**src/rtl/rv32_csr_pkg.sv**
```systemverilog
// rv32_csr_pkg: machine-mode CSR addresses, mstatus fields, irq codes and trap sequencer states
package rv32_csr_pkg;
  localparam logic [11:0] CSR_MSTATUS = 12'h300;
  localparam logic [11:0] CSR_MTVEC = 12'h305;
  localparam logic [11:0] CSR_MEPC = 12'h341;
  localparam logic [11:0] CSR_MCAUSE = 12'h342;
  localparam logic [11:0] CSR_MTVAL = 12'h343;
  localparam int MSTATUS_MIE = 3;
  localparam int MSTATUS_MPIE = 7;
  localparam int MSTATUS_MPP = 11;
  localparam logic [4:0] IRQ_MSI = 5'd3;
  localparam logic [4:0] IRQ_MTI = 5'd7;
  localparam logic [4:0] IRQ_MEI = 5'd11;
  typedef enum logic [2:0] {IDLE, WR_MEPC, WR_MCAUSE, WR_MTVAL, WR_MSTATUS, WR_MRET, REDIRECT} seq_state_e;
  function automatic logic [31:0] mstatus_trap(input logic [31:0] m);
    logic [31:0] r;
    r = m;
    r[MSTATUS_MPIE] = m[MSTATUS_MIE];
    r[MSTATUS_MIE] = 1'b0;
    r[MSTATUS_MPP+:2] = 2'b11;
    return r;
  endfunction
  function automatic logic [31:0] mstatus_mret(input logic [31:0] m);
    logic [31:0] r;
    r = m;
    r[MSTATUS_MIE] = m[MSTATUS_MPIE];
    r[MSTATUS_MPIE] = 1'b1;
    r[MSTATUS_MPP+:2] = 2'b11;
    return r;
  endfunction
endpackage

```
**src/rtl/trap_irq_prio.sv**
```systemverilog
// trap_irq_prio: fixed-priority encoder of masked interrupts, MEI > MSI > MTI
module trap_irq_prio
  import rv32_csr_pkg::*;
(
  input  logic [31:0] irq,
  output logic        valid,
  output logic [4:0]  code
);
  assign valid = |irq;
  assign code = irq[IRQ_MEI] ? IRQ_MEI : irq[IRQ_MSI] ? IRQ_MSI : irq[IRQ_MTI] ? IRQ_MTI : 5'd0;
endmodule

```
**src/rtl/trap_seq_ctrl.sv**
```systemverilog
// trap_seq_ctrl: M-mode trap/mret CSR write sequencer and PC redirect; define TRAP_SEQ_MTVAL_EN to add the mtval write
module trap_seq_ctrl
  import rv32_csr_pkg::*;
#(
  parameter logic [31:0] IRQ_MASK = 32'h0000_0888,
  parameter int          CSR_AW = 12
) (
  input  logic              clk,
  input  logic              rst_n,
  input  logic              exc_req,
  input  logic [4:0]        exc_cause,
  input  logic [31:0]       exc_tval,
  input  logic [31:0]       pc_i,
  input  logic              mret_req,
  input  logic [31:0]       mstatus_i,
  input  logic [31:0]       mie_i,
  input  logic [31:0]       mip_i,
  input  logic [31:0]       mtvec_i,
  input  logic [31:0]       mepc_i,
  input  logic              core_csr_we,
  input  logic [CSR_AW-1:0] core_csr_addr,
  input  logic [31:0]       core_csr_wdata,
  output logic              core_csr_gnt,
  output logic              csr_we,
  output logic [CSR_AW-1:0] csr_waddr,
  output logic [31:0]       csr_wdata,
  output logic              busy,
  output logic              redirect_valid,
  output logic [31:0]       redirect_pc,
  output logic              trap_ack
);
  seq_state_e state_q;
  logic is_irq_q, mret_q;
  logic [4:0] cause_q;
  logic [29:0] pc_q;
  logic [31:0] irq, base;
  logic irq_v, take_irq, idle, accept, vec;
  logic [4:0] irq_code;
  assign irq = mip_i & mie_i & IRQ_MASK;
  trap_irq_prio u_prio (.irq(irq), .valid(irq_v), .code(irq_code));
  assign take_irq = irq_v & mstatus_i[MSTATUS_MIE];
  assign idle = state_q == IDLE;
  assign accept = idle & (exc_req | mret_req | take_irq);
`ifdef TRAP_SEQ_MTVAL_EN
  logic [31:0] tval_q;
  logic unused_in;
  assign unused_in = ^pc_i[1:0];
  always_ff @(posedge clk)
    if (!rst_n) tval_q <= '0;
    else if (accept) tval_q <= exc_tval;
`else
  logic unused_in;
  assign unused_in = ^{pc_i[1:0], exc_tval};
`endif
  always_ff @(posedge clk) begin
    if (!rst_n) begin
      state_q <= IDLE;
      is_irq_q <= 1'b0;
      mret_q <= 1'b0;
      cause_q <= '0;
      pc_q <= '0;
    end else begin
      case (state_q)
        IDLE: if (accept) begin
          mret_q <= !exc_req & mret_req;
          is_irq_q <= !exc_req & !mret_req;
          cause_q <= exc_req ? exc_cause : irq_code;
          pc_q <= pc_i[31:2];
          state_q <= (exc_req | !mret_req) ? WR_MEPC : WR_MRET;
        end
        WR_MEPC: state_q <= WR_MCAUSE;
`ifdef TRAP_SEQ_MTVAL_EN
        WR_MCAUSE: state_q <= WR_MTVAL;
`else
        WR_MCAUSE: state_q <= WR_MSTATUS;
`endif
        WR_MTVAL: state_q <= WR_MSTATUS;
        WR_MSTATUS: state_q <= REDIRECT;
        WR_MRET: state_q <= REDIRECT;
        default: state_q <= IDLE;
      endcase
    end
  end
  assign busy = rst_n & !idle;
  assign core_csr_gnt = rst_n & idle & core_csr_we & !accept;
  assign csr_we = core_csr_gnt | (busy & state_q != REDIRECT);
  assign redirect_valid = rst_n & state_q == REDIRECT;
  assign trap_ack = redirect_valid;
  assign base = {mtvec_i[31:2], 2'b00};
  assign vec = is_irq_q & mtvec_i[1:0] == 2'b01;
  assign redirect_pc = !redirect_valid ? '0 : mret_q ? mepc_i : base + (vec ? {25'b0, cause_q, 2'b00} : 32'b0);
  always_comb begin
    csr_waddr = '0;
    csr_wdata = '0;
    if (rst_n)
      case (state_q)
        IDLE: if (core_csr_gnt) begin
          csr_waddr = core_csr_addr;
          csr_wdata = core_csr_wdata;
        end
        WR_MEPC: begin
          csr_waddr = CSR_AW'(CSR_MEPC);
          csr_wdata = {pc_q, 2'b00};
        end
        WR_MCAUSE: begin
          csr_waddr = CSR_AW'(CSR_MCAUSE);
          csr_wdata = {is_irq_q, 26'b0, cause_q};
        end
`ifdef TRAP_SEQ_MTVAL_EN
        WR_MTVAL: begin
          csr_waddr = CSR_AW'(CSR_MTVAL);
          csr_wdata = is_irq_q ? 32'b0 : tval_q;
        end
`endif
        WR_MSTATUS: begin
          csr_waddr = CSR_AW'(CSR_MSTATUS);
          csr_wdata = mstatus_trap(mstatus_i);
        end
        WR_MRET: begin
          csr_waddr = CSR_AW'(CSR_MSTATUS);
          csr_wdata = mstatus_mret(mstatus_i);
        end
        default: ;
      endcase
  end
endmodule

```
**config.mk**
```make
export PLATFORM = sky130hd
export DESIGN_NAME = trap_seq_ctrl
export DESIGN_NICKNAME = d
export VERILOG_FILES = /design/src/rtl/rv32_csr_pkg.sv /design/src/rtl/trap_irq_prio.sv /design/src/rtl/trap_seq_ctrl.sv
export SDC_FILE = /design/constraint.sdc
export NUM_CORES = 1
export LEC_CHECK = 0
export CORE_AREA = 2 2 140 142
export DETAILED_ROUTE_END_ITERATION = 7
export DIE_AREA = 0 0 142 144
export REMOVE_ABC_BUFFERS = 1
export SYNTH_ARGS = -nofsm -noshare
export SYNTH_HDL_FRONTEND = slang
export SYNTH_HIERARCHICAL = 1
export SYNTH_SLANG_ARGS = --single-unit
export TNS_END_PERCENT = 100
```
**constraint.sdc**
```tcl
create_clock -name clk -period 5.4 [get_ports clk]
set_input_delay 1.08 -clock clk [delete_from_list [all_inputs] [get_ports clk]]
set_output_delay 1.08 -clock clk [all_outputs]
set_load 0.1 [all_outputs]
```
==> results.md <==
- Status: complete, no violations
- Setup CP Type: primary input to output port
- Worst vdd rail ir drop: 0.0001653 V
- Fraction of layout cells with a size suffix above 1: 15.71%
- Reg-to-Reg End: cause_q[4]
- Drt wl/cell: 16.22 µm
- HP Class: flop to flop
- Final hold vios: 0
- TritonCTS buffer count: 5
- Final Critical Period: 5029 ps
- Starting Density: 19.01%
- Syn Inst Count: 502
- # port buffers: 264
- CP max stage cell: nor3_2
- Top cells by area, synth: dfxtp_1 (22%), nand2_1 (8.5%), a222oi_1 (6.9%)
- 1st-pass router iterations: 6
- Die X-Extent: 142 µm
- Crit Path Max Fanout: 13
- 1st-iter DRT viols: 271
- Final Core Density: 39.18%
- Fin crit share: 93.12%
- Cts hold-fix bufs: 0
- Leak: 2.837 nW
- TNS Setup: 0 ps
- Synth async-reset ratio: 0%
- Routed Antenna Nets: 0
- Worst Path Required: 4320 ps
- Core outline area: 19,080 µm²
- EDFF count, synth: 0
- Total gr overflow: 0
- Crit path to: redirect_pc[7]
- Via count: 4,631
- Cell family with most CP delay: simple AND/OR/NAND/NOR gates
- Post-DP HPWL: 12,590 µm
- Syn Std Cell Area: 3627 µm²
- GRT Overall Usage: 15.01%
- # H-tree levels: 2
- Post-CTS Setup Bufs: 0
- Clock Sinks: 40
- Seq/Total Area, Yosys: 22.08%
- Ports: 359
- FF-to-FF path depth: 4
- Final Power: 1.505 mW
- Measured slew at the worst slew-check pin: 1034 ps
- Most used cell, CP: nor2_1
- Worst Setup End Kind: output port
- Fmax achieved: 0.1989 GHz
- PwrDens: 201.3 nW/µm²
- Synth area leader: dfxtp_1
- Clock Tree Buf Depth: 2
- Via density: 4.622
- Placer Congestion: 0.7848
- Primary FF master, synth: dfxtp_1
- Worst slack, placed: 300.6 ps
- Most common cell after layout, fill and taps aside: clkdlybuf4s50_1
- Synth warn: 6
- Initial antenna violation count: 0
- Clk slew on worst S/H paths: 60 ps
- Site Rows: 51
- Final setup viols: 0
- TritonCTS clock tree: yes
- Yosys top cell area share: 22.08%
- RSZ-0062 raised after global routing: false
- Critical Path AT: 3950 ps
- Worst setup startpoint: mtvec_i[1]
- Synthesized area per cell: 7.226 µm²
- Largest net degree at the start of global routing: 47
- CP Buf/Inv Count: 3
- Startpoint types: primary input
- Root buf cell: clkbuf_16
- Commonest cells after routing, fill and taps aside: clkdlybuf4s50_1 (183), nand2_1 (82), buf_12 (81)
- Post-CTS sizing: 0
- Clock skew: 7.938 ps
- DRC Markers: 0
- Antenna diode count: 0
- Max transition margin: 30.93%
- Max-cap violations: 0
- Nets: 1,048
- Die area: 20,450 µm²
- Internal reg-to-reg setup slack: 3170 ps
- Delay of the slowest cell on the worst path: 690 ps
- Worst R2R Start: state_q[1]
- First-pass GRT wire length: 24,320 µm
- Clk Latency, worst-skew pair: 280 ps
- Drt total wl: 16,260 µm
- Fillers: 1,882
- Area Overhead vs Synth: 106.1%
- Synth unique cells: 52
- Final count of pins violating max slew: 0
- Number of global-route vias before repair: 4,375
- Setup slack after layout: 371.3 ps
- Die Span Y: 144 µm
- CP Depth: 11
- CP Cell Sequence: clkdlybuf4s50_1 -> nor2_1 -> buf_4 -> and2_1 -> ha_1 -> nand2_1 -> nor3_2 -> nor2_1 -> xor2_1 -> o21ai_0 -> buf_12
- FF+latch count, synth: 40
per-stage QoR:
step,std cells,area (µm²),hold slack (ps)
detailed placement,995,7338,441.4
floorplan,481,3491,431.5
CTS,1002,7476,450.4
finish,1002,7476,450.1
global route,1002,7476,476.2
global placement,995,7338,441.9
layer usage:
metal / share of wire, % / global-route usage, % / vias up / wire length [µm]
met1: 43 / 19.93 / 2132 / 6959
li1: - / - / 2309 / -
met2: 49 / 25.76 / 188 / 8001
met5: 0 / 0 / - / 0
met4: 0.28 / 1.421 / 0 / 46
met3: 7.7 / 3.444 / 2 / 1249
final cells by class:
type	count	area (µm²)	area share, %
Timing Repair Buffer	276	3543	47.40
Inverter	5	18.77	0.2510
Multi-Input combinational cell	436	2678	35.82
Clock buffer	5	125.1	1.674
Sequential cell	40	800.8	10.71
Tap cell	238	297.8	3.983
Clock inverter	2	12.51	0.1674
synthesized netlist by cell type (3+ instances only):
cell type and number:
nand2_1 82, nor2_1 54, dfxtp_1 40, a21oi_1 29
o21ai_0 26, xor2_1 26, a222oi_1 25, clkbuf_1 23
and2_1 19, a21boi_1 16, buf_2 16, a21boi_0 14
nand3_1 13, buf_4 8, mux2i_1 8, a211oi_1 6
a221oi_1 6, nor2b_1 6, nor4_1 6, o211a_1 6
o211ai_1 6, ha_1 5, inv_1 5, o2111ai_1 5
and3_1 4, nand4_1 4, nor3b_1 4, a22oi_1 3
nand4_2 3, nor3_1 3, or3_4 3, xnor2_1 3
worst min path at each step:
| stage | from | endpoint | slack (ps) | cells after the start |
|---|---|---|---|---|
| 3_5_place_dp | pc_q[5] | pc_q[5] | 440 | 2 |
| 6_report | pc_q[5] | pc_q[5] | 450 | 2 |
| 5_1_grt | pc_q[14] | pc_q[14] | 480 | 2 |
| 4_1_cts | pc_q[5] | pc_q[5] | 450 | 2 |
| 3_3_place_gp | pc_q[5] | pc_q[5] | 440 | 2 |
| 2_1_floorplan | pc_q[5] | pc_q[5] | 430 | 2 |
kinds of logic (layout without fill, tap and decap cells):
| group | count (synthesis) | in the layout | synth area share (%) |
|---|---|---|---|
| adders and majority gates | 6 | 6 | 2.277 |
| muxes | 8 | 8 | 2.208 |
| AOI/OAI and AO/OA | 148 | 148 | 29.53 |
| DFF | 40 | 40 | 22.08 |
| xor gates and xnor gates | 29 | 29 | 7.003 |
| and+or+nand+nor | 215 | 215 | 29.53 |
| other | 2 | 30 | 0.2070 |
| buffers and inverters | 54 | 288 | 7.175 |
flip-flops by register name (all words and copies together) (netlist names):
name / flops
mret_q: 1
state_q: 3
pc_q: 30
cause_q: 5
is_irq_q: 1
tightest hold or removal path: stages (launching register included):
cell      delay (ps)
dfxtp_1          310
nand2_1           50
a21boi_1          50
power breakdown:
group / internal (mW) / switching [mW]
Sequential: 0.341 / 0.0434
Clock: 0.168 / 0.122
Combinational: 0.340 / 0.491
Note: power is estimated with default switching activity, not from simulation.
